## src/rtl/varredura_display.sv

```systemverilog
// Scan controller for N BCD digits sharing one 7-segment decoder, with a double-buffered load.
// Optional macro SUPRIME_ZERO_EN enables leading-zero blanking.
module varredura_display #(
    parameter int N_DIGITOS = 4,
    parameter int DIV_SLOT  = 50000,
    parameter int GUARDA    = 2,
    parameter int LARG_CNT  = 16
) (
    input  logic                   clk,
    input  logic                   rst_n,
    input  logic                   carga,
    input  logic [4*N_DIGITOS-1:0] dado,
    output logic                   pronto,
    output logic [3:0]             bcd_dec,
    output logic [N_DIGITOS-1:0]   anodo,
    output logic                   fim_quadro
);

    localparam int LARG_IDX = (N_DIGITOS > 1) ? $clog2(N_DIGITOS) : 1;
    localparam logic [LARG_CNT-1:0] CNT_MAX    = LARG_CNT'(DIV_SLOT - 1);
    localparam logic [LARG_CNT-1:0] CNT_GUARDA = LARG_CNT'(GUARDA);
    localparam logic [LARG_IDX-1:0] IDX_MAX    = LARG_IDX'(N_DIGITOS - 1);

    typedef enum logic {APAGADO, ACESO} estado_t;

    logic [LARG_CNT-1:0]    r_cnt;
    logic [LARG_IDX-1:0]    r_idx;
    estado_t                r_estado;
    logic [4*N_DIGITOS-1:0] r_pend;
    logic [4*N_DIGITOS-1:0] r_ativo;

    logic [LARG_CNT-1:0]    w_cntNext;
    logic [LARG_IDX-1:0]    w_idxNext;
    logic                   w_fimQuadro;
    logic                   w_aceita;
    logic                   w_transfere;
    logic                   w_prontoNext;
    logic [4*N_DIGITOS-1:0] w_ativoNext;
    estado_t                w_estadoNext;
    logic [N_DIGITOS-1:0]   w_anodoNext;
    logic [3:0]             w_bcdNext;
    logic                   w_fimNext;

    // pronto doubles as the inverted pending flag; the pending word moves to the active buffer only at frame end
    always_comb begin
        w_cntNext    = (r_cnt == CNT_MAX) ? '0 : r_cnt + LARG_CNT'(1);
        w_idxNext    = r_idx;
        if (r_cnt == CNT_MAX)
            w_idxNext = (r_idx == IDX_MAX) ? '0 : r_idx + LARG_IDX'(1);
        w_fimQuadro  = (r_cnt == CNT_MAX) && (r_idx == IDX_MAX);
        w_aceita     = carga && pronto;
        w_transfere  = w_fimQuadro && !pronto;
        w_ativoNext  = w_transfere ? r_pend : r_ativo;
        w_prontoNext = pronto;
        if (w_aceita)
            w_prontoNext = 1'b0;
        else if (w_transfere)
            w_prontoNext = 1'b1;
    end

    // Outputs are computed from next-cycle state so the registered pins line up with cnt/idx
    always_comb begin
        w_estadoNext = r_estado;
        w_anodoNext  = '1;
        w_bcdNext    = w_ativoNext[{w_idxNext, 2'b00} +: 4];
        w_fimNext    = (w_cntNext == CNT_MAX) && (w_idxNext == IDX_MAX);
        case (r_estado)
            APAGADO: if (w_cntNext >= CNT_GUARDA) w_estadoNext = ACESO;
            ACESO:   if (r_cnt == CNT_MAX)        w_estadoNext = APAGADO;
            default: w_estadoNext = APAGADO;
        endcase
`ifdef SUPRIME_ZERO_EN
        if ((w_idxNext != '0) && ((w_ativoNext >> {w_idxNext, 2'b00}) == '0))
            w_bcdNext = 4'hF;
`else
`endif
        if (w_estadoNext == ACESO)
            w_anodoNext[w_idxNext] = 1'b0;
    end

    always_ff @(posedge clk or negedge rst_n) begin
        if (!rst_n) begin
            r_cnt      <= '0;
            r_idx      <= '0;
            r_estado   <= APAGADO;
            r_pend     <= '0;
            r_ativo    <= '1;
            pronto     <= 1'b1;
            bcd_dec    <= 4'hF;
            anodo      <= '1;
            fim_quadro <= 1'b0;
        end else begin
            r_cnt      <= w_cntNext;
            r_idx      <= w_idxNext;
            r_estado   <= w_estadoNext;
            if (w_aceita)
                r_pend <= dado;
            r_ativo    <= w_ativoNext;
            pronto     <= w_prontoNext;
            bcd_dec    <= w_bcdNext;
            anodo      <= w_anodoNext;
            fim_quadro <= w_fimNext;
        end
    end

endmodule
```

## config.mk

```make
export PLATFORM = sky130hd
export DESIGN_NAME = varredura_display
export DESIGN_NICKNAME = d
export VERILOG_FILES = /design/src/rtl/varredura_display.sv
export SDC_FILE = /design/constraint.sdc
export NUM_CORES = 1
export LEC_CHECK = 0
export BUFFER_PORTS_ARGS = -buffer_cell sky130_fd_sc_hd__buf_4
export CORE_MARGIN = 1.5
export CORE_UTILIZATION = 45
export DETAILED_ROUTE_END_ITERATION = 10
export PLACE_DENSITY = 0.64
export SETUP_SLACK_MARGIN = 0.05
export SKIP_CTS_REPAIR_TIMING = 1
export SYNTH_ARGS = -nofsm -noshare
export SYNTH_HDL_FRONTEND = slang
export SYNTH_SLANG_ARGS = --single-unit
```

## constraint.sdc

```tcl
create_clock -name clk -period 3.4 [get_ports clk]
set_input_delay 0.34 -clock clk [delete_from_list [all_inputs] [get_ports clk]]
set_output_delay 0.34 -clock clk [all_outputs]
set_load 0.005 [all_outputs]
```

==> run metrics <==
Max IR drop VDD=0.260 mV; status=finished clean; total core area=6280 µm²; synthesized area per cell=12.6 µm²; largest family of logic cells by synthesized area=multiplexers; Max Slew Vio Count=0; top cell type's share of synthesized area=31.0%; Synth Area in Compound Gates=3.92%; FF/Latch Area=1560 µm²; RD Place Congestion=0.819; Ys Warns=0; GR Util All Layers=16.8%; ys async rst share=100%; first-pass GRT wire length=8920 µm; total grt overflow=0; adder-cell share of the synthesized area=1.72%; drt first pass iters=4; Synth top cells by count=36 x dfrtp_1, 25 x dfstp_2, 23 x mux2_2; critical path required time=3660 ps; Starting Density=46.2%; row cnt=29; Area Growth Syn to Fin=17.5%; max_cap viols=0; largest net degree at the start of global routing=62; ant diodes=0; Port Buffer Count=28; Final #Nets=288; Synth Area in XOR/XNOR=4.53%; Post-DP HPWL=3680 µm; Most used DFF post-synth=dfrtp_1; FILL cells=539; setup TNS=0 ps; Die H=83.3 µm; vias in the first global route=1744; CP max FO=9; met3 global-route usage=4.77%; multi-input combinational cell area=1240 µm²; Post-DP Area=3200 µm²; synth top area cells=dfrtp_1 31%, dfstp_2 23%, mux2_2 8.9%; CTS tree=built; Starting DRT DRC Count=82; Slew Limit Headroom=49.4%; grt peak-use layer=met2; post-synthesis mux area share=18.8%; Final ANT Viol Nets=0; Net Sw Frac=21.5%; total number of vias=1863; fmax=330 MHz; Yosys cell types=47; min cycle time layout=3030 ps; CTS Root Cell=clkbuf_8; register area share after synthesis=53.7%; Clk Latency, worst-skew pair=330 ps; Synth Cell Area=2900 µm²; Seq pwr share=51.0%; Final Hold Fails=0; Worst-Margin Slew=758 ps; final instance area=3410 µm²; startpoint types=flop; Comb power frac=2.0%; internal power=1.12 mW; Avg WL per Cell=15.7 µm; Seq cells post-synth=61; sw power=306 µW; DRC=0; Die X=83.3 µm; worst min-delay path class=in -> async; Max clock buf depth=2; clock sinks=61; Mapped Cells=231; total power per unit cell area=418 nW/µm²; Die ar.=6940 µm²; clock power share=46.9%; utilization after layout=54.3%; WS Path Type=reg -> reg; Synth Area in Simple Gates=13.7%; area leader, netlist=dfrtp_1; Top Ports=29; initial antenna violation count=0; H-tree levels=3; reg-to-reg setup timing slack=370 ps; GR Util met1=22.9%; share of layout cells above drive strength 1=42.6%; RSZ-0062 raised after global routing=false; Clk pin slew, worst setup/hold paths=70 ps; fin crit share=89.1%; GR Layer Usage met2=25.1%; TritonCTS buffer count=9; Post-synth EDFFs=0; most common cell in the netlist=dfrtp_1; Final Skew=6.75 ps; drt total wl=5460 µm; Arr. time, crit path=3290 ps; Final setup viols=0; crit end category=flop; post-DR vias/cell=5.37; Syn Nets=254; Lkg Pwr=1.57 nW
==> final cells by class <==
type	count	share of cell area, %
repair buffers	34	7.86
clock buffers	11	4.44
multi-input cells	149	36.3
well taps	77	2.83
inverters	10	1.10
flip-flops and latches	61	45.7
clock inverters	5	1.73
==> logic make-up after synthesis <==
family          after synthesis
mux                          46
simple gates                 68
fa+ha+maj                     4
flops                        61
compound gates               16
xor+xnor                     15
buf+inv                      21
==> routing by layer <==
layer,vias to the layer above,routed length (µm)
met3,10,244
met4,0,85
li1,886,-
met2,43,2510
met5,-,0
met1,924,2610
==> layout by cell type (no fill, tap or decap), types with 4 or more instances in the layout <==
cell / netlist / layout
mux2_2: 23 / 23
xnor2_1: 6 / 6
nor4_1: 9 / 9
dfstp_2: 25 / 25
nand4_1: 7 / 7
inv_1: 9 / 9
mux2_4: 9 / 9
nor2_1: 13 / 13
xor2_1: 9 / 9
clkbuf_8: 0 / 11
dfrtp_1: 36 / 36
nand3_1: 6 / 6
nand2_1: 13 / 13
buf_4: 0 / 33
ha_1: 4 / 4
mux2i_1: 13 / 13
==> final timing paths <==
| path | endpoint | cells past startpoint | start |
|---|---|---|---|
| max reg2reg | bcd_dec[0] | 7 | r_cnt[7] |
| min in group clk | r_pend[13] | 2 | dado[13] |
| max | bcd_dec[0] | 7 | r_cnt[7] |
| min | r_cnt[2] | 1 | rst_n |
| min reg2reg | r_pend[1] | 1 | r_pend[1] |
| max in group asynchronous | r_pend[3] | 1 | rst_n |
==> sequential cells by signal, indices dropped and copies added, names as in the netlist <==
name / flops
anodo: 4
bcd_dec: 4
pronto: 1
fim_quadro: 1
r_idx: 2
r_estado: 1
r_cnt: 16
r_ativo: 16
r_pend: 16
==> critical path: stages (launching register included) <==
cell,delay (ps)
dfrtp_1,480
or4_4,610
or4_4,550
nor3b_4,530
buf_12,220
mux2_4,310
mux2i_1,160
mux2i_1,90
==> power groups by stage <==
stage,registers [mW],logic (mW),clock network (mW)
2_1_floorplan,0.740,0.000419,0
3_3_place_gp,0.740,0.0306,0
3_5_place_dp,0.740,0.0307,0
4_1_cts,0.727,0.0306,0.683
5_1_grt,0.727,0.0338,0.716
6_report,0.727,0.0291,0.668
==> stage by stage <==
stage          power, mW  setup slack, ps  hold WS [ps]  instances
4_1_cts             1.44              356          92.7        347
2_1_floorplan      0.740              589          44.4        231
5_1_grt             1.48              279           121        347
6_report            1.42              370          58.6        347
3_5_place_dp       0.770              387           462        331
3_3_place_gp       0.770              454           465        331
No activity file was read; power rests on OpenSTA's default activity.
